<file path="config.mk">
export PLATFORM = sky130hd
export DESIGN_NAME = fft_frame_sequencer_flat
export DESIGN_NICKNAME = d
export VERILOG_FILES = /design/src/rtl/fft_frame_sequencer_if.sv /design/src/rtl/fft_frame_sequencer.sv /design/src/flat_wrapper.sv
export SDC_FILE = /design/constraint.sdc
export NUM_CORES = 1
export LEC_CHECK = 0
export CAP_MARGIN = 15
export CORE_MARGIN = 2
export CORE_UTILIZATION = 58
export CTS_CLUSTER_SIZE = 16
export DETAILED_ROUTE_END_ITERATION = 10
export PLACE_DENSITY = 0.89
export SLEW_MARGIN = 20
export SYNTH_ARGS = -nofsm -noshare
export SYNTH_HDL_FRONTEND = slang
export SYNTH_SLANG_ARGS = --single-unit
</file>
<file path="constraint.sdc">
create_clock -name clk -period 2.9 [get_ports clk]
set_input_delay 0.58 -clock clk [delete_from_list [all_inputs] [get_ports clk]]
set_output_delay 0.58 -clock clk [all_outputs]
set_load 0.02 [all_outputs]
</file>
<file path="src/rtl/fft_frame_sequencer_if.sv">
// Frame-level handshake bundle between the FFT frame sequencer and its
// surroundings (UART rx/tx paths, sample buffer, FFT controller).
interface fft_frame_sequencer_if #(
   parameter int SIZE = 4
);
   logic            in_valid;
   logic            in_ready;
   logic            wr_en;
   logic [SIZE-1:0] wr_ptr;
   logic            flag_start_FFT;
   logic            finish_FFT;
   logic            tx_busy;
   logic            en_out;
   logic            out_valid;
   logic            done_o;
   logic            abort;
   logic            clr_err;
   logic            busy;
   logic            err_timeout;
   logic            err_overrun;
   logic            err_count;
   logic [7:0]      frame_cnt;

   modport master (
      input  in_valid, finish_FFT, tx_busy, out_valid, done_o, abort, clr_err,
      output in_ready, wr_en, wr_ptr, flag_start_FFT, en_out, busy,
             err_timeout, err_overrun, err_count, frame_cnt
   );

   modport slave (
      output in_valid, finish_FFT, tx_busy, out_valid, done_o, abort, clr_err,
      input  in_ready, wr_en, wr_ptr, flag_start_FFT, en_out, busy,
             err_timeout, err_overrun, err_count, frame_cnt
   );
endinterface

</file>
<file path="src/rtl/fft_frame_sequencer.sv">
// Frame sequencer: loads N samples, starts the FFT, watches for completion,
// then paces result readout against the transmitter and tallies frames/errors.
module fft_frame_sequencer #(
   parameter int N       = 16,
   parameter int SIZE    = 4,
   parameter int TIMEOUT = 4096
) (
   input logic                   clk,
   input logic                   rst_n,
   fft_frame_sequencer_if.master bus
);
   localparam int WD_W = $clog2(TIMEOUT) + 1;

   typedef enum logic [2:0] {
      S_IDLE,
      S_LOAD,
      S_START,
      S_COMPUTE,
      S_OUTPUT,
      S_ERR
   } state_t;

   state_t          state_q, state_d;
   logic [SIZE-1:0] wr_ptr_q, wr_ptr_d;
   logic [WD_W-1:0] wd_q, wd_d;
   logic [SIZE:0]   word_q, word_d;
   logic [7:0]      frame_q, frame_d;
   logic            en_out_q, en_out_d;
   logic            err_to_q, err_to_d;
   logic            err_ov_q, err_ov_d;
   logic            err_ct_q, err_ct_d;

   logic            in_ready;
   logic            accept;
   logic [SIZE:0]   word_total;

   assign in_ready   = (state_q == S_IDLE) || (state_q == S_LOAD);
   assign accept     = bus.in_valid & in_ready;
   // Word total includes a result word arriving alongside done_o.
   assign word_total = word_q + {{SIZE{1'b0}}, bus.out_valid};

   always_comb begin
      state_d  = state_q;
      wr_ptr_d = wr_ptr_q;
      wd_d     = wd_q;
      word_d   = word_q;
      frame_d  = frame_q;
      en_out_d = 1'b0;
      err_to_d = err_to_q & ~bus.clr_err;
      err_ov_d = err_ov_q & ~bus.clr_err;
      err_ct_d = err_ct_q & ~bus.clr_err;

      if (bus.in_valid && !in_ready) begin
         err_ov_d = 1'b1;
      end

      if (bus.abort) begin
         state_d  = S_IDLE;
         wr_ptr_d = '0;
         wd_d     = '0;
         word_d   = '0;
      end else begin
         case (state_q)
            S_IDLE, S_LOAD: begin
               if (accept) begin
                  wr_ptr_d = wr_ptr_q + 1'b1;
                  state_d  = (wr_ptr_q == SIZE'(N - 1)) ? S_START : S_LOAD;
               end
            end
            S_START: begin
               wd_d    = '0;
               state_d = S_COMPUTE;
            end
            S_COMPUTE: begin
               wd_d = wd_q + 1'b1;
               // finish_FFT takes priority over a watchdog expiry in the same cycle.
               if (bus.finish_FFT) begin
                  state_d = S_OUTPUT;
                  word_d  = '0;
               end else if (wd_d == WD_W'(TIMEOUT - 1)) begin
                  state_d  = S_ERR;
                  err_to_d = 1'b1;
               end
            end
            S_OUTPUT: begin
               word_d = word_total;
               if (bus.done_o) begin
                  frame_d = frame_q + 8'd1;
                  state_d = S_IDLE;
                  if (word_total != (SIZE + 1)'(N)) begin
                     err_ct_d = 1'b1;
                  end
               end else begin
                  en_out_d = ~bus.tx_busy;
               end
            end
            S_ERR: begin
               if (bus.clr_err) begin
                  state_d = S_IDLE;
               end
            end
            default: state_d = S_IDLE;
         endcase
      end
   end

   always_ff @(posedge clk or negedge rst_n) begin
      if (!rst_n) begin
         state_q  <= S_IDLE;
         wr_ptr_q <= '0;
         wd_q     <= '0;
         word_q   <= '0;
         frame_q  <= '0;
         en_out_q <= 1'b0;
         err_to_q <= 1'b0;
         err_ov_q <= 1'b0;
         err_ct_q <= 1'b0;
      end else begin
         state_q  <= state_d;
         wr_ptr_q <= wr_ptr_d;
         wd_q     <= wd_d;
         word_q   <= word_d;
         frame_q  <= frame_d;
         en_out_q <= en_out_d;
         err_to_q <= err_to_d;
         err_ov_q <= err_ov_d;
         err_ct_q <= err_ct_d;
      end
   end

   assign bus.in_ready       = in_ready;
   assign bus.wr_en          = accept;
   assign bus.wr_ptr         = wr_ptr_q;
   assign bus.flag_start_FFT = (state_q == S_START);
   assign bus.en_out         = en_out_q;
   assign bus.busy           = (state_q != S_IDLE);
   assign bus.err_timeout    = err_to_q;
   assign bus.err_overrun    = err_ov_q;
   assign bus.err_count      = err_ct_q;
   assign bus.frame_cnt      = frame_q;
endmodule

</file>
<file path="src/flat_wrapper.sv">
// flat-port wrapper written by rule: the top's interface ports become plain ports
module fft_frame_sequencer_flat 
#(
   parameter int N       = 16,
   parameter int SIZE    = 4,
   parameter int TIMEOUT = 4096
)
  (clk, rst_n, bus_in_valid, bus_finish_FFT, bus_tx_busy, bus_out_valid, bus_done_o, bus_abort, bus_clr_err, bus_in_ready, bus_wr_en, bus_wr_ptr, bus_flag_start_FFT, bus_en_out, bus_busy, bus_err_timeout, bus_err_overrun, bus_err_count, bus_frame_cnt);
  fft_frame_sequencer_if #(.SIZE(SIZE)) bus_i ();
  input logic clk;
  input logic rst_n;
  input wire logic [$bits(bus_i.in_valid)-1:0] bus_in_valid;
  input wire logic [$bits(bus_i.finish_FFT)-1:0] bus_finish_FFT;
  input wire logic [$bits(bus_i.tx_busy)-1:0] bus_tx_busy;
  input wire logic [$bits(bus_i.out_valid)-1:0] bus_out_valid;
  input wire logic [$bits(bus_i.done_o)-1:0] bus_done_o;
  input wire logic [$bits(bus_i.abort)-1:0] bus_abort;
  input wire logic [$bits(bus_i.clr_err)-1:0] bus_clr_err;
  output wire logic [$bits(bus_i.in_ready)-1:0] bus_in_ready;
  output wire logic [$bits(bus_i.wr_en)-1:0] bus_wr_en;
  output wire logic [$bits(bus_i.wr_ptr)-1:0] bus_wr_ptr;
  output wire logic [$bits(bus_i.flag_start_FFT)-1:0] bus_flag_start_FFT;
  output wire logic [$bits(bus_i.en_out)-1:0] bus_en_out;
  output wire logic [$bits(bus_i.busy)-1:0] bus_busy;
  output wire logic [$bits(bus_i.err_timeout)-1:0] bus_err_timeout;
  output wire logic [$bits(bus_i.err_overrun)-1:0] bus_err_overrun;
  output wire logic [$bits(bus_i.err_count)-1:0] bus_err_count;
  output wire logic [$bits(bus_i.frame_cnt)-1:0] bus_frame_cnt;
  assign bus_i.in_valid = bus_in_valid;
  assign bus_i.finish_FFT = bus_finish_FFT;
  assign bus_i.tx_busy = bus_tx_busy;
  assign bus_i.out_valid = bus_out_valid;
  assign bus_i.done_o = bus_done_o;
  assign bus_i.abort = bus_abort;
  assign bus_i.clr_err = bus_clr_err;
  assign bus_in_ready = bus_i.in_ready;
  assign bus_wr_en = bus_i.wr_en;
  assign bus_wr_ptr = bus_i.wr_ptr;
  assign bus_flag_start_FFT = bus_i.flag_start_FFT;
  assign bus_en_out = bus_i.en_out;
  assign bus_busy = bus_i.busy;
  assign bus_err_timeout = bus_i.err_timeout;
  assign bus_err_overrun = bus_i.err_overrun;
  assign bus_err_count = bus_i.err_count;
  assign bus_frame_cnt = bus_i.frame_cnt;
  fft_frame_sequencer #(.N(N), .SIZE(SIZE), .TIMEOUT(TIMEOUT)) u_core (.clk(clk), .rst_n(rst_n), .bus(bus_i));
endmodule
</file>
==> results.py <==
metrics = {
    "run_status": {
        "status": "completed",
    },
    "sta": {
        "slew_headroom_pct": 48.0,
        "hold_viol": 0,
        "fin_crit_sh_pct": 89.3,
        "setup_slack_ns": 0.311,
        "setup_violations": 0,
        "min_period_ns": 2.59,
        "rsz0062_at_grt": "no",
        "worst_pin_slew_ns": 0.775,
        "clock_skew_ns": 0.00908,
        "maxSlewViolCount": 0,
        "fin_tns_setup_ns": 0,
        "timing.fmax_mhz": 386,
    },
    "floorplanning": {
        "initial_utilization_pct": 60.5,
        "num_rows": 21,
        "die_h_um": 63.2,
        "fp.dieW_um": 63.2,
        "die_area_mm2": 0.00400,
        "pin_count": 29,
        "coreArea_mm2": 0.00336,
    },
    "power": {
        "p_sw_mw": 0.214,
        "intPower_mw": 0.668,
        "ir_drop_mv": 0.342,
        "p_comb_share_pct": 8.2,
        "switching_share_pct": 24.3,
        "clkPwrFrac_pct": 31.6,
        "p_leak_nw": 1.06,
        "p_seq_share_pct": 60.2,
        "p_per_area_mw_per_mm2": 368,
        "total_power_mw": 0.882,
    },
    "synth": {
        "synth_edf_count": 0,
        "ys_seq_area_share_pct": 45.5,
        "synth.most_common_cell": "dfrtp_1",
        "synth_cell_type_count": 46,
        "synth_ff_type": "dfrtp_1",
        "netlist_top_cells_count": "dfrtp_1 (37), nand2_1 (23), o21ai_1 (16), nor2_1 (15), o21ai_0 (10)",
        "syn_inst": 215,
        "synthArstFlopShare_pct": 100,
        "yosysTopAreaCell": "dfrtp_1",
        "netlist_top_cells_area": "dfrtp_1 (45%), nand2_1 (4.2%), o21ai_1 (3.9%)",
        "ys_ff_latch": 37,
        "synthesis.area_mm2": 0.00204,
        "syn_nets": 230,
        "syn_area_per_cell_um2": 9.47,
        "yosysTopAreaCellShare_pct": 45.5,
        "yosys_warnings": 0,
    },
    "finish": {
        "nets": 257,
        "drive_gt1_share_pct": 6.20,
        "syn2layout_area_growth_pct": 17.6,
        "stdcell_count": 288,
        "antennaDiodeCount": 0,
        "final_core_util_pct": 71.2,
    },
    "clocking": {
        "hold_buffers": 0,
        "clock_latency_ns": 0.34,
        "h-tree-depth": 2,
        "post_cts_resized": 0,
        "cts_setup_buffers": 0,
        "clockBufferDepth": 2,
        "clockRootBuffer": "clkbuf_4",
        "cts_buffers": 5,
        "path_clk_slew_ns": 0.11,
        "tritoncts": "done",
        "cts_sinks": 37,
    },
    "global_route": {
        "grtUsageTotal_pct": 23.6,
        "grt_pass1_vias": 1602,
        "top_usage_layer": "met2",
        "grt_antenna_before_repair": 0,
        "use_met2_pct": 39.2,
        "grt.met3_usage_pct": 6.07,
        "use_met1_pct": 30.5,
        "overflow": 0,
        "grt_max_degree": 38,
        "grt_pass1_wl_um": 7420,
    },
    "run": {
        "cap_violations": 0,
    },
    "drt": {
        "detail_route.vias_per_cell": 5.81,
        "num_vias": 1674,
        "detail_route.first_pass.iterations": 4,
        "post-route-drc-count": 0,
        "ant_nets": 0,
        "drtIter0Drc": 143,
        "route.detailed.wl_per_inst_um": 15.0,
        "routed_wirelength_um": 4320,
    },
    "critical_path": {
        "worstPathRequired_ns": 2.32,
        "start_kind": "flop",
        "crit_fanout": 8,
        "path_cells": "nor2_1 -> and2_1 -> clkdlybuf4s50_1",
        "max_stage_delay_ns": 0.65,
        "critPathKind": "flop to output pin",
        "cpMaxStageDelayCell": "clkdlybuf4s50_1",
        "end_kind": "output pin",
        "arrival_ns": 2.01,
    },
    "place": {
        "placedCellCount": 281,
        "dp_slack_ns": 0.344,
        "numPortBuffers": 28,
        "dp_hpwl_um": 3080,
        "place_congestion": 0.844,
    },
    "hold_path": {
        "hold_class": "flop to flop",
    },
}
through the flow:
| stage | hold WS, ns | cell area (um^2) |
|---|---|---|
| 2_1_floorplan | 0.284 | 2040 |
| 3_3_place_gp | 0.456 | 2340 |
| 3_5_place_dp | 0.468 | 2340 |
| 4_1_cts | 0.479 | 2390 |
| 5_1_grt | 0.507 | 2390 |
| 6_report | 0.477 | 2390 |
power by group through the flow:
stage                     sequential (mW)  clock, mW  combinational, mW
after global placement              0.541          0             0.0706
after detailed placement            0.541          0             0.0717
after global routing                0.533      0.300             0.0795
after CTS                           0.531      0.281             0.0727
final                               0.531      0.279             0.0721
after floorplan                     0.542          0             0.0308
final cells by class:
type	count	area, um^2
Inverter	6	22.5
Tap cell	46	57.6
Clock buffer	7	55.1
Sequential cell	37	926
Fill cell	276	968
Timing Repair Buffer	31	303
Multi-Input combinational cell	161	1030
worst paths after layout:
check	startpoint	endpoint	slack, ns	depth (start not counted)
worst max-delay path	u_core.state_q[1]	bus_wr_en	0.31	3
max in group asynchronous	rst_n	u_core.bus.wr_ptr[2]	1.92	2
min in group asynchronous	rst_n	u_core.state_q[1]	0.65	2
worst max register to register	u_core.wd_q[0]	u_core.bus.err_timeout	0.88	6
worst min register to register	u_core.wd_q[8]	u_core.wd_q[8]	0.48	1
worst min-delay path	u_core.wd_q[8]	u_core.wd_q[8]	0.48	1
state kept, by name, summed over array words and instances (netlist names):
| name | flops |
|---|---|
| u_core.wd_q | 13 |
| u_core.bus.frame_cnt | 8 |
| u_core.word_q | 5 |
| u_core.bus.wr_ptr | 4 |
| u_core.state_q | 3 |
| u_core.bus.en_out | 1 |
| u_core.bus.err_count | 1 |
| u_core.bus.err_overrun | 1 |
| u_core.bus.err_timeout | 1 |
cell families after synthesis:
| logic type | synth area share [%] |
|---|---|
| DFF | 45.5 |
| and+or+nand+nor | 21.5 |
| xor gates and xnor gates | 6.45 |
| buffers and inverters | 3.87 |
| muxes | 1.54 |
| adders and majority gates | 3.69 |
| AOI/OAI and AO/OA | 17.5 |
per-layer routing:
metal / share of wire, % / vias to the layer above
met3: 5.3 / 5
met4: 1.1 / 0
met2: 50 / 41
met1: 43 / 797
met5: 0 / -
li1: - / 831
worst max-delay path: cells and delay by family, from the launching register on:
kind	cells	cell delay (ns)
buffers and inverters	1	0.65
AND/OR/NAND/NOR	2	0.53
flip-flops	1	0.48
cells in the final DEF (no fill, tap or decap), types with 2 or more instances in the layout:
cell type,count
nor2_1,15
clkbuf_4,5
clkdlybuf4s50_1,28
dfrtp_1,37
a31oi_1,7
o21ai_0,10
buf_4,3
a21oi_1,8
o32ai_1,2
mux2i_1,2
ha_1,6
and2_1,3
and4_1,2
xor2_1,9
nand2_1,23
inv_1,6
a22o_1,2
xnor2_1,6
nand4_1,9
nand2b_1,4
o31ai_1,2
nand3_1,7
o21ai_1,16
nor4_1,2
a311oi_1,2
nor3_1,4
No activity file was read; power rests on OpenSTA's default activity.
